### src/rtl/pc_next_unit.sv
// rtl/pc_next_unit.sv - PC register, next-PC select and external-interrupt trap FSM.
// Define IRQ_SYNC_EN to pass IRQ through a two-flop synchronizer before the FSM.
module pc_next_unit #(
  parameter logic [31:0] RESET_PC   = 32'h8000_0000,
  parameter logic [31:0] ILLOP_ADDR = 32'h8000_0004,
  parameter logic [31:0] XADR       = 32'h8000_0008
) (
  input  logic        clk,
  input  logic        reset,
  input  logic [2:0]  PCSrc,
  input  logic        BranchCond,
  input  logic [31:0] ConBA,
  input  logic [25:0] JT,
  input  logic [31:0] DataBusA,
  input  logic        IRQ,
  input  logic        Stall,
  output logic [31:0] PC,
  output logic [31:0] NewPC,
  output logic        IRQTaken,
  output logic        XpWr,
  output logic [31:0] XpData,
  output logic        IRQAck
);

  localparam logic [1:0] ST_IDLE = 2'd0;
  localparam logic [1:0] ST_PEND = 2'd1;
  localparam logic [1:0] ST_WAIT = 2'd2;

  logic [31:0] pc_q, pc_d;
  logic [1:0]  state_q, state_d;
  logic        irq_s;
  logic        take;

`ifdef IRQ_SYNC_EN
  logic [1:0] sync_q, sync_d;

  always_comb begin
    sync_d = {sync_q[0], IRQ};
  end

  always_ff @(posedge clk or posedge reset) begin
    if (reset) begin
      sync_q <= 2'b00;
    end else begin
      sync_q <= sync_d;
    end
  end

  assign irq_s = sync_q[1];
`else
  assign irq_s = IRQ;
`endif

  // Increment stays within the current half so user code never walks into supervisor space.
  assign NewPC = {pc_q[31], pc_q[30:0] + 31'd4};

  assign take = (state_q == ST_PEND) && irq_s && !pc_q[31] && !Stall &&
                (PCSrc != 3'd4) && (PCSrc != 3'd5);

  always_comb begin
    pc_d = pc_q;
    if (!Stall) begin
      if (PCSrc == 3'd4) begin
        pc_d = ILLOP_ADDR;
      end else if (PCSrc == 3'd5) begin
        pc_d = XADR;
      end else if (take) begin
        pc_d = XADR;
      end else begin
        case (PCSrc)
          3'd1:    pc_d = BranchCond ? {pc_q[31], ConBA[30:0]} : NewPC;
          3'd2:    pc_d = {pc_q[31], NewPC[30:28], JT, 2'b00};
          // jr may drop the supervisor bit but can never raise it.
          3'd3:    pc_d = {pc_q[31] & DataBusA[31], DataBusA[30:0]};
          default: pc_d = NewPC;
        endcase
      end
    end
  end

  always_comb begin
    state_d = state_q;
    case (state_q)
      ST_IDLE: if (irq_s) state_d = ST_PEND;
      ST_PEND: begin
        if (take) begin
          state_d = ST_WAIT;
        end else if (!irq_s) begin
          state_d = ST_IDLE;
        end
      end
      ST_WAIT: if (!irq_s) state_d = ST_IDLE;
      default: state_d = ST_IDLE;
    endcase
  end

  always_ff @(posedge clk or posedge reset) begin
    if (reset) begin
      pc_q    <= RESET_PC;
      state_q <= ST_IDLE;
    end else begin
      pc_q    <= pc_d;
      state_q <= state_d;
    end
  end

  assign PC       = pc_q;
  assign IRQTaken = take;
  assign XpWr     = take;
  assign XpData   = pc_q;
  assign IRQAck   = (state_q == ST_WAIT);

endmodule

### config.mk
export PLATFORM = sky130hd
export DESIGN_NAME = pc_next_unit
export DESIGN_NICKNAME = d
export VERILOG_FILES = /design/src/rtl/pc_next_unit.sv
export SDC_FILE = /design/constraint.sdc
export NUM_CORES = 1
export LEC_CHECK = 0
export CAP_MARGIN = 20
export CORE_MARGIN = 3
export CORE_UTILIZATION = 38
export CTS_CLUSTER_SIZE = 16
export DETAILED_ROUTE_END_ITERATION = 6
export GPL_ROUTABILITY_DRIVEN = 0
export PLACE_DENSITY = 0.87
export REMOVE_ABC_BUFFERS = 1
export SLEW_MARGIN = 10
export SYNTH_ARGS = -nofsm -noshare
export SYNTH_HDL_FRONTEND = slang
export SYNTH_SLANG_ARGS = --single-unit
### constraint.sdc
create_clock -name clk -period 2.7 [get_ports clk]
set_clock_uncertainty 0.1 [all_clocks]
set_input_delay 0.54 -clock clk [delete_from_list [all_inputs] [get_ports clk]]
set_output_delay 0.54 -clock clk [all_outputs]
set_load 0.05 [all_outputs]
Word-level counts from Yosys, hierarchy flattened

Index checks and enable logic that the tools add are counted.

Output and inout bits: 99
Logic and storage cells: 37
Bits in registers: 34

Reductions and logical operators: 10
Bitwise gates (word level): 2
Eq/ne operators: 12
Multiplexer cells: 9
Add/subtract/negate cells: 1

Operators by type and width:

| kind                                          | count |
|---|---|
| 2-to-1 mux 32 bit                             | 3 |
| one-hot mux 32 bit (3 select lines)           | 1 |
| adder 31 x 3 -> 31 bit, second input constant | 1 |
| 2-to-1 mux 31 bit                             | 1 |
| inequality test 4 bit, second input constant  | 2 |
| == test 3 x 2 -> 1 bit, second input constant | 2 |
| == test 3 bit, second input constant          | 2 |
| 2-to-1 mux 2 bit                              | 3 |
| inequality test 3 bit, second input constant  | 2 |
| one-hot mux 2 bit (3 select lines)            | 1 |
| logical AND 1 bit                             | 5 |
| AND reduction 4 bit                           | 1 |
| nonzero test 4 bit                            | 1 |
| == test 3 x 1 -> 1 bit, second input constant | 1 |
| == test 2 x 1 -> 1 bit, second input constant | 1 |
| == test 2 bit, second input constant          | 1 |
| zero test 1 bit                               | 2 |
| zero test 2 bit                               | 1 |
| inequality test 2 bit, second input constant  | 1 |
| bitwise AND 1 bit                             | 1 |
| inverter 1 bit                                | 1 |

Longest topological paths before layout

Word-level depth: 9
Mapped depth: 8
Mapped depth without buffers: 6

Worst setup path after synthesis

Ideal clock, no wire load.

Path kind: register -> output
Start: reg pc_q[3] (netlist: PC[3])
End: out NewPC[28]
Arrival: 2,899 ps
Cell stages (with the launch flop): 6
Data required time: 2,060 ps
Path buffers: 0
Slack: -839 ps
Path through: dfrtp_1 -> ha_1 -> nand3_1 -> or3_4 -> or4_4 -> xnor2_1

Word-level cells in the longest chain between the ends: 1

Ends and longest elaborated chain:

| what                     | line | RTL |
|---|---|---|
| start: declaration       | 29   | `logic [31:0] pc_q, pc_d;` |
| start signal: assignment | 102  | `pc_q <= pc_d;` |
| adder 31 x 3 -> 31 bit   | 55   | `assign NewPC = {pc_q[31], pc_q[30:0] + 31'd4};` |
| end: declaration         | 18   | `output logic [31:0] NewPC,` |

Every way passes these cells.

Final worst setup path

Start: reg pc_q[2] (netlist: PC[2])
End: out NewPC[28]

Same word-level chain as after synthesis.

==> results by group <==
Outcome
  – Status: finished with violations
  – Failing checks: setup timing

Timing
  – Slew headroom: 64.1%
  – Final Hold Slack: 0.378 ns
  – Final setup viols: 5
  – Max Slew Vio Count: 0
  – Worst Tran Pin Value: 0.536 ns
  – Unrepaired setup endpoints after global routing: true
  – Final WS setup: -0.0587 ns
  – Fin crit share: 102%
  – Maximum clock rate: 0.362 GHz
  – Tmin final: 2.76 ns
  – Final Hold Viols: 0

Layout
  – Antenna diodes: 0
  – Fraction of layout cells with a size suffix above 1: 25.5%
  – Area grow syn2layout: 91.7%
  – Most common cell after layout, fill and taps aside: clkdlybuf4s50_1
  – Final nets: 718
  – Util after Layout: 76.9%
  – Final cell count without fillers: 722
  – # fillers: 552
  – Most frequent cells in the layout: clkdlybuf4s50_1, buf_4, buf_12, o21ai_0, dfrtp_1

Pwr
  – Sequential share of power: 20.9%
  – Clock power share: 14.9%
  – Sw Share: 47.1%
  – Int Pwr: 1.68 mW
  – Pwr dens: 521 nW/µm²
  – Comb pwr share: 64.1%
  – P_leak: 2.58 nW
  – VDD IR max: 0.290 mV
  – Switching power of the nets: 1.50 mW

Hold path
  – Worst min-delay path class: flip-flop to flip-flop
  – Hold path start: state_q[1]
  – Hold Path Depth: 1

Place
  – Cell Count Post-Placement: 703
  – Post-DP HPWL: 10.5 mm
  – IO Port Bufs: 195
  – Setup Slack @ Placement: -0.115 ns

Routing
  – Post-Route WL: 14.2 mm
  – Vias after detailed routing: 4,207
  – Vias per cell: 5.83
  – Detail Route Antenna Nets: 0
  – Drt wl/cell: 19.6 µm
  – DR WL met3: 1.17 mm
  – Pre-Repair DR Iteration Count: 5
  – DRC viols: 0
  – Top sig layer: met4
  – DR iter-0 viols: 303
  – Met1 wire length: 5.20 mm
  – WL met2: 7.31 mm

Critical path
  – Crit path kind: flip-flop to primary output
  – CP arrival: 2.12 ns
  – Delay-heaviest family, CP: simple AND/OR/NAND/NOR gates
  – R2R Path Start: PC[2]
  – Crit. path cell count: 6
  – CP max stage cell: or4_4
  – CP max stage delay: 0.47 ns
  – R2R cell count: 7
  – CP Capture Point: NewPC[28]
  – Element type at the critical path end: primary output
  – Crit Path Max Fanout: 3
  – Startpoint types: flip-flop
  – Reg2reg setup slack: 0.41 ns
  – Required @ worst endpoint: 2.06 ns
  – Reg2reg end: PC[28]
  – CP Cell Sequence: ha_2 -> nand3_2 -> or3_4 -> or4_4 -> xnor2_4 -> buf_12
  – Buf/Inv on CP: 1
  – Worst Setup SP: PC[2]

Yosys
  – Syn Std Cell Area: 3180 µm²
  – Yosys cell types: 58
  – Sequential-to-total area share from yosys stat: 26.8%
  – Synthesized flop and latch total: 34
  – Ys flop type: dfrtp_1
  – Cells after synthesis: 409
  – EDFF count, synth: 0
  – Synthesis Warnings: 0
  – Avg Cell Area, Syn: 7.78 µm²
  – Post-synth ARST share: 100%

Clock tree
  – TritonCTS clock tree: done
  – Clock Sink Count: 34
  – Clock Tree Buf Depth: 2
  – Hold-fix buffers at CTS: 0
  – Cell chosen for the clock root: clkbuf_8
  – H-Tree Depth: 2
  – Worst-path clk slew: 0.07 ns
  – CTS Buf Count: 5
  – Clock latency on the worst-skew pair: 0.30 ns

Die
  – FP Rows: 32
  – Die footprint: 9510 µm²
  – CORE AREA: 7930 µm²
  – Die extent in y: 97.5 µm
  – Starting density of the core: 40.1%
  – IO Pins: 197
  – Die Wd: 97.5 µm

Global routing
  – Gr usage total: 27.7%
  – Number of global-route vias before repair: 4,343
  – Largest net degree at the start of global routing: 35
  – Initial antenna violation count: 0
  – First-pass GRT wire length: 21.6 mm
  – Grt total ovfl: 0

Flow run
  – Number of max-cap violations: 0
==> per-stage QoR <==
| step | cell area, µm² | power (mW) | setup TNS (ns) |
|---|---|---|---|
| after floorplan | 2810 | 1.69 | -44.31 |
| after CTS | 5890 | 3.12 | -0.102 |
| after global placement | 5670 | 2.60 | -0.336 |
| after global routing | 6100 | 3.28 | -0.629 |
| after detailed placement | 5670 | 2.63 | -0.231 |
| final | 6100 | 3.18 | -0.126 |
==> how the worst min path moves through the flow <==
stage                      end  slack, ns
finish              state_q[0]       0.38
global route        state_q[0]       0.38
CTS                 state_q[0]       0.38
detailed placement  state_q[0]       0.37
global placement    state_q[0]       0.33
floorplan           state_q[0]       0.32
==> power groups by stage <==
stage | logic [mW] | clock network (mW) | registers, mW
floorplan | 0.529 | 0 | 1.16
global placement | 1.94 | 0 | 0.655
detailed placement | 1.97 | 0 | 0.660
CTS | 2.00 | 0.465 | 0.657
global route | 2.11 | 0.488 | 0.676
finish | 2.04 | 0.475 | 0.665
==> area by class of cell <==
cell class | count | area, µm² | area share (%)
Inverter | 14 | 52.6 | 0.862
Multi-Input combinational cell | 298 | 2140 | 35.0
Sequential cell | 34 | 860 | 14.1
Tap cell | 102 | 128 | 2.09
Timing Repair Buffer | 266 | 2810 | 46.1
Clock buffer | 8 | 110 | 1.81
==> cell usage after synthesis, drive strengths merged (14+ instances only) <==
master	count	share of area (%)
dfrtp	33	26
inv	14	1.7
clkbuf	23	2.7
a22o	14	3.9
a22oi	14	3.3
buf	40	9.1
a21oi	20	3.1
nand2	24	2.8
nand3	31	5.4
o21ai	31	4.9
nor2	25	2.9
==> kinds of logic after synthesis <==
family / share of synthesized area (%)
DFF: 26.8
and+or+nand+nor: 22.6
AOI/OAI and AO/OA: 29.3
muxes: 0.315
xor gates and xnor gates: 7.16
adders and majority gates: 0.393
buffers and inverters: 13.4
==> state kept, by name, indices dropped and copies added, names as in the netlist <==
register	cells
PC	32
state_q	2
==> layer usage <==
metal	vias to the layer above	global-route usage (%)
li1	1900	-
met1	2002	31.5
met2	264	50.0
met3	41	4.67
met4	0	13.2
met5	-	0
==> timing repair <==
action | CTS | global route
resized for setup | 17 | 30
endpoints found under the setup margin | 10 | 18
pin swaps | 8 | 11
buffers inserted | 2 | 9
(Power assumes the default switching activity.)
